### config.mk
export PLATFORM = sky130hd
export DESIGN_NAME = uart_rx
export DESIGN_NICKNAME = d
export VERILOG_FILES = /design/src/rtl/uart_rx_pkg.sv /design/src/rtl/uart_rx_sync_2ff.sv /design/src/rtl/uart_rx.sv
export SDC_FILE = /design/constraint.sdc
export NUM_CORES = 1
export LEC_CHECK = 0
export CAP_MARGIN = 20
export CORE_MARGIN = 4
export CORE_UTILIZATION = 50
export CTS_CLUSTER_DIAMETER = 120
export DETAILED_ROUTE_END_ITERATION = 6
export PLACE_DENSITY = 0.71
export SYNTH_ARGS = -nofsm -noshare
export SYNTH_HDL_FRONTEND = slang
export SYNTH_SLANG_ARGS = --single-unit
### constraint.sdc
create_clock -name clock -period 2.7 [get_ports clock]
set_input_delay 0.405 -clock clock [delete_from_list [all_inputs] [get_ports clock]]
set_output_delay 0.405 -clock clock [all_outputs]
set_load 0.02 [all_outputs]
### src/rtl/uart_rx_pkg.sv
// Shared constants and state encodings for the UART receiver.
// Latency: n/a (declarations only).
// Backpressure: n/a.
package uart_rx_pkg;

    // Oversampling ratio: sample ticks per bit period.
    localparam int OVS = 16;

    typedef enum logic [1:0] {
        IDLE  = 2'b00,
        START = 2'b01,
        DATA  = 2'b10,
        STOP  = 2'b11
    } state_t;

    // Tick count at which the start bit midpoint is reached.
    localparam logic [3:0] START_MID = 4'd7;
    // Last tick of a full data bit period.
    localparam logic [3:0] BIT_LAST  = 4'(OVS - 1);

endpackage

### src/rtl/uart_rx_sync_2ff.sv
// Two-flop synchronizer for a single asynchronous level signal.
// Latency: 2 clocks from d to q.
// Backpressure: none.
// Ports: clock/reset (async active-high, forces both flops to RST_VAL),
//        d (asynchronous input), q (synchronized output).
module sync_2ff #(
    parameter logic RST_VAL = 1'b1
) (
    input  logic clock,
    input  logic reset,
    input  logic d,
    output logic q
);

    logic meta_q;
    logic sync_q;

    always_ff @(posedge clock or posedge reset) begin
        if (reset) begin
            meta_q <= RST_VAL;
            sync_q <= RST_VAL;
        end else begin
            meta_q <= d;
            sync_q <= meta_q;
        end
    end

    assign q = sync_q;

endmodule

### src/rtl/uart_rx.sv
// UART receiver, 16x oversampled, LSB first, configurable data/stop length.
// Latency: rx_done_tick 2 clocks after the baud rising edge sampling mid-stop.
// Backpressure: none; dout/frame_err are overwritten by each new frame.
// Ports: clock, reset (async active-high), baud (tick square wave),
//        rx (serial line, idle high), dout (last byte), rx_done_tick (1-clk
//        pulse with dout update), frame_err (stop bit sampled low).
module uart_rx
    import uart_rx_pkg::*;
#(
    parameter int DBIT    = 8,
    parameter int SB_TICK = 16
) (
    input  logic            clock,
    input  logic            reset,
    input  logic            baud,
    input  logic            rx,
    output logic [DBIT-1:0] dout,
    output logic            rx_done_tick,
    output logic            frame_err
);

    localparam int            NW      = (DBIT > 1) ? $clog2(DBIT) : 1;
    localparam logic [NW-1:0] N_LAST  = NW'(DBIT - 1);
    localparam logic [3:0]    SB_LAST = 4'(SB_TICK - 1);

    logic rx_s;

    sync_2ff #(.RST_VAL(1'b1)) u_sync (
        .clock (clock),
        .reset (reset),
        .d     (rx),
        .q     (rx_s)
    );

    // Baud edge detector: one-clock tick per rising edge of baud.
    logic baud_q;
    logic baud_q2;
    logic tick;

    always_ff @(posedge clock or posedge reset) begin
        if (reset) begin
            baud_q  <= 1'b0;
            baud_q2 <= 1'b0;
        end else begin
            baud_q  <= baud;
            baud_q2 <= baud_q;
        end
    end

    assign tick = baud_q & ~baud_q2;

    state_t            state_q, state_d;
    logic [3:0]        s_q, s_d;
    logic [NW-1:0]     n_q, n_d;
    logic [DBIT-1:0]   b_q, b_d;
    logic [DBIT-1:0]   dout_q, dout_d;
    logic              frame_err_q, frame_err_d;
    logic              rx_done_tick_q, rx_done_tick_d;
    // settle counts the clocks until rx_s reflects the real line again after
    // reset (the synchronizer is forced high); armed is set once the real
    // line has been seen high in IDLE, so a frame cut by reset is not decoded.
    logic [1:0]        settle_q, settle_d;
    logic              armed_q, armed_d;

    always_ff @(posedge clock or posedge reset) begin
        if (reset) begin
            state_q        <= IDLE;
            s_q            <= '0;
            n_q            <= '0;
            b_q            <= '0;
            dout_q         <= '0;
            frame_err_q    <= 1'b0;
            rx_done_tick_q <= 1'b0;
            settle_q       <= 2'd0;
            armed_q        <= 1'b0;
        end else begin
            state_q        <= state_d;
            s_q            <= s_d;
            n_q            <= n_d;
            b_q            <= b_d;
            dout_q         <= dout_d;
            frame_err_q    <= frame_err_d;
            rx_done_tick_q <= rx_done_tick_d;
            settle_q       <= settle_d;
            armed_q        <= armed_d;
        end
    end

    always_comb begin
        state_d        = state_q;
        s_d            = s_q;
        n_d            = n_q;
        b_d            = b_q;
        dout_d         = dout_q;
        frame_err_d    = frame_err_q;
        rx_done_tick_d = 1'b0;
        settle_d       = (settle_q == 2'd2) ? settle_q : settle_q + 2'd1;
        armed_d        = armed_q;

        unique case (state_q)
            IDLE: begin
                if ((settle_q == 2'd2) && rx_s) begin
                    armed_d = 1'b1;
                end
                if (armed_q && !rx_s) begin
                    state_d = START;
                    s_d     = '0;
                end
            end
            START: begin
                if (tick) begin
                    if (s_q == START_MID) begin
                        if (!rx_s) begin
                            state_d = DATA;
                            s_d     = '0;
                            n_d     = '0;
                        end else begin
                            // Line went back high before mid-start: glitch.
                            state_d = IDLE;
                            s_d     = s_q + 4'd1;
                        end
                    end else begin
                        s_d = s_q + 4'd1;
                    end
                end
            end
            DATA: begin
                if (tick) begin
                    if (s_q == BIT_LAST) begin
                        s_d = '0;
                        b_d = {rx_s, b_q[DBIT-1:1]};
                        if (n_q == N_LAST) begin
                            state_d = STOP;
                        end else begin
                            n_d = n_q + 1'b1;
                        end
                    end else begin
                        s_d = s_q + 4'd1;
                    end
                end
            end
            STOP: begin
                if (tick) begin
                    s_d = s_q + 4'd1;
                    if (s_q == SB_LAST) begin
                        dout_d         = b_q;
                        frame_err_d    = ~rx_s;
                        rx_done_tick_d = 1'b1;
                        state_d        = IDLE;
                    end
                end
            end
            default: state_d = IDLE;
        endcase
    end

    assign dout         = dout_q;
    assign frame_err    = frame_err_q;
    assign rx_done_tick = rx_done_tick_q;

endmodule

==> results.cfg <==
[run_status]
status = completed

[critical_path]
endpoint_kind = flop
worstSetupStartpointType = flop
startpoint = state_q[0]
ff2ff_path_depth = 4
rrSetupSlack_ps = 760
critPathCapture = n_q[2]
cp_max_fo = 14
worstPathRequired_ps = 2940
crit_type = reg -> reg
regToRegStartpoint = state_q[0]
critical_path_arrival_ps = 2180
r2r_end = n_q[2]

[clock_tree]
insertion_delay_ps = 340
clkSlewWorstSetupHoldPaths_ps = 110
clock-sinks = 34
clock_path_buffers = 2
root_buffer = clkbuf_4
cts_buffers = 5
cts_tree = done
htreeDepth = 2
hold_buffers = 0
postCtsSetupRepairBufs = 0
cts_resized = 0

[layout]
area_growth_pct = 12.8
drive_gt1_frac = 0.275
multi_input_area_um2 = 607
ff_latch_area_um2 = 853
stdcell_count = 162
antenna_cells = 0
fill_cells = 239
nNetsFinal = 138

[yosys]
yosysUniqueCellTypes = 37
syn_area_mm2 = 0.00152
yosysSeqAreaShare = 0.562
synthCells = 116
syn_avg_cell_area_um2 = 13.1
yosys_warnings = 0
async_reset_ff_frac = 1.00
synth_top_area_cell = dfrtp_1
synth_edf_count = 0
synth_top_area_frac = 0.527
yosys-top-cells-area = dfrtp_1 53%, mux2_2 13%, dfstp_2 3.5%
ys_ff_latch = 34
syn_nets = 124
synth_flop_cell = dfrtp_1

[drt]
met1Wirelength_um = 1180
drtIter0Drc = 15
viasPerCell = 5.70
wl_um = 2580
vias = 924
top_layer = met4
wl_met3_um = 75
met2RoutedLength_um = 1270
firstDrtPassIters = 4
wl_per_cell_um = 15.9
drc = 0
drtAntennaViolNets = 0

[floorplan]
ioPinCount = 14
dieArea_mm2 = 0.00398
die_w_um = 63.1
initial_utilization = 0.537
core-area_mm2 = 0.00283
rows = 19
fp.dieH_um = 63.1

[pwr]
clock_power_share = 0.254
combPwrFrac = 0.172
p_switching_mw = 0.379
internal_power_mw = 0.746
pwr_density_cell_mw_per_mm2 = 657
share_seq_of_total_power = 0.573
p_sw_frac = 0.337
vdd.ir_drop.worst_mv = 0.419
leakage_nw = 0.801

[worst_hold_path]
hold_depth = 0
min_path_type = reg -> reg

[grt]
grt_max_degree = 35
grtUsageTotal = 0.148
antenna_found_initial = 0
grt_pass1_wl_um = 4470
first_global_vias = 950
overflow = 0

[sta]
setup_tns_ps = 0
drv_slew = 0
relSlewSlack = 0.626
fmax_ghz = 0.516
rsz0062_at_grt = false
fin_worst_skew_ps = 8.19
setup_viol = 0
tightest_slew_ps = 553
finalCritPeriodShare = 0.718
final_hold_viol_count = 0
timing.final.crit_period_ps = 1940

[flow_run]
maxCapViolations = 0

[place]
gp_congestion = 0.783
dp_hpwl_um = 1760
place_inst = 154
io_buffers = 13
cells in the mapped netlist, types with 2 or more instances:
cell type	number
inv_1	5
mux2_4	2
buf_2	5
mux2i_1	2
nor3b_1	3
mux2_2	17
o21ai_0	5
a21oi_1	2
dfrtp_1	32
a21o_2	2
dfstp_2	2
ha_1	4
a41oi_1	2
nand2_1	9
nor4b_1	2
layout by cell type, fill, tap and decap left out, types with 2 or more instances in the layout:
cell,instances
nor4b_1,2
mux2_2,17
ha_1,4
nor3b_1,3
clkbuf_4,5
mux2_4,2
a21oi_1,2
mux2i_1,2
inv_1,5
o21ai_0,5
nand2_1,9
a21o_2,2
a41oi_1,2
clkdlybuf4s50_1,13
dfstp_2,2
dfrtp_1,32
layer usage:
layer	track usage	vias to the layer above
met5	0	-
met4	0.0909	0
met3	0.0373	8
met2	0.236	16
met1	0.178	456
li1	-	444
power groups by stage:
stage                     registers (mW)  logic (mW)  clock network [mW]
after floorplan                    0.588       0.231                   0
after global placement             0.651       0.187                   0
after detailed placement           0.654       0.195                   0
after CTS                          0.643       0.196               0.294
after global routing               0.658       0.218               0.321
final                              0.645       0.194               0.286
registers in the layout, indices dropped and copies added (netlist names), named ones only:
name and cells:
dout 8, s_q 4, b_q 8, n_q 3, frame_err 1, settle_q 2
baud_q2 1, u_sync.q 1, baud_q 1, rx_done_tick 1, state_q 1, armed_q 1
u_sync.meta_q 1
metrics by stage:
stage / power (mW) / utilization / cell area (um2) / setup slack (ps) / hold WS (ps)
floorplan: 0.818 / - / 1520 / 1030 / 345
global placement: 0.839 / 0.585 / 1660 / 806 / 346
detailed placement: 0.848 / 0.585 / 1660 / 792 / 351
CTS: 1.13 / 0.606 / 1710 / 766 / 366
global route: 1.20 / 0.606 / 1710 / 644 / 369
finish: 1.13 / 0.606 / 1710 / 761 / 367
worst min path at each step:
stage | from | to | slack, ps
4_1_cts | u_sync.meta_q | u_sync.q | 370
3_5_place_dp | u_sync.meta_q | u_sync.q | 350
2_1_floorplan | u_sync.meta_q | u_sync.q | 350
3_3_place_gp | u_sync.meta_q | u_sync.q | 350
5_1_grt | u_sync.meta_q | u_sync.q | 370
6_report | u_sync.meta_q | u_sync.q | 370
cell families after synthesis:
kind of cell,Yosys count,synth area share
flip-flops,34,0.562
AND/OR/NAND/NOR,27,0.109
multiplexers,21,0.159
AO/OA/AOI/OAI,17,0.0931
buffers and inverters,12,0.0387
adder cells (fa/ha/maj),4,0.0330
XOR/XNOR,1,0.00577
cell type report:
| class | instances | share of cell area |
|---|---|---|
| tap | 31 | 0.0226 |
| clock buffer | 5 | 0.0219 |
| clock inverter | 3 | 0.0124 |
| timing repair buffer | 14 | 0.0803 |
| inverter | 5 | 0.0109 |
| sequential | 34 | 0.498 |
| multi-input combinational | 70 | 0.354 |
worst max-delay path, stage by stage (launching register included):
cell and delay, ps:
dfrtp_1 610, and4b_1 250, and3_1 360, a32oi_4 300, mux2_4 320
(Power assumes the default switching activity.)
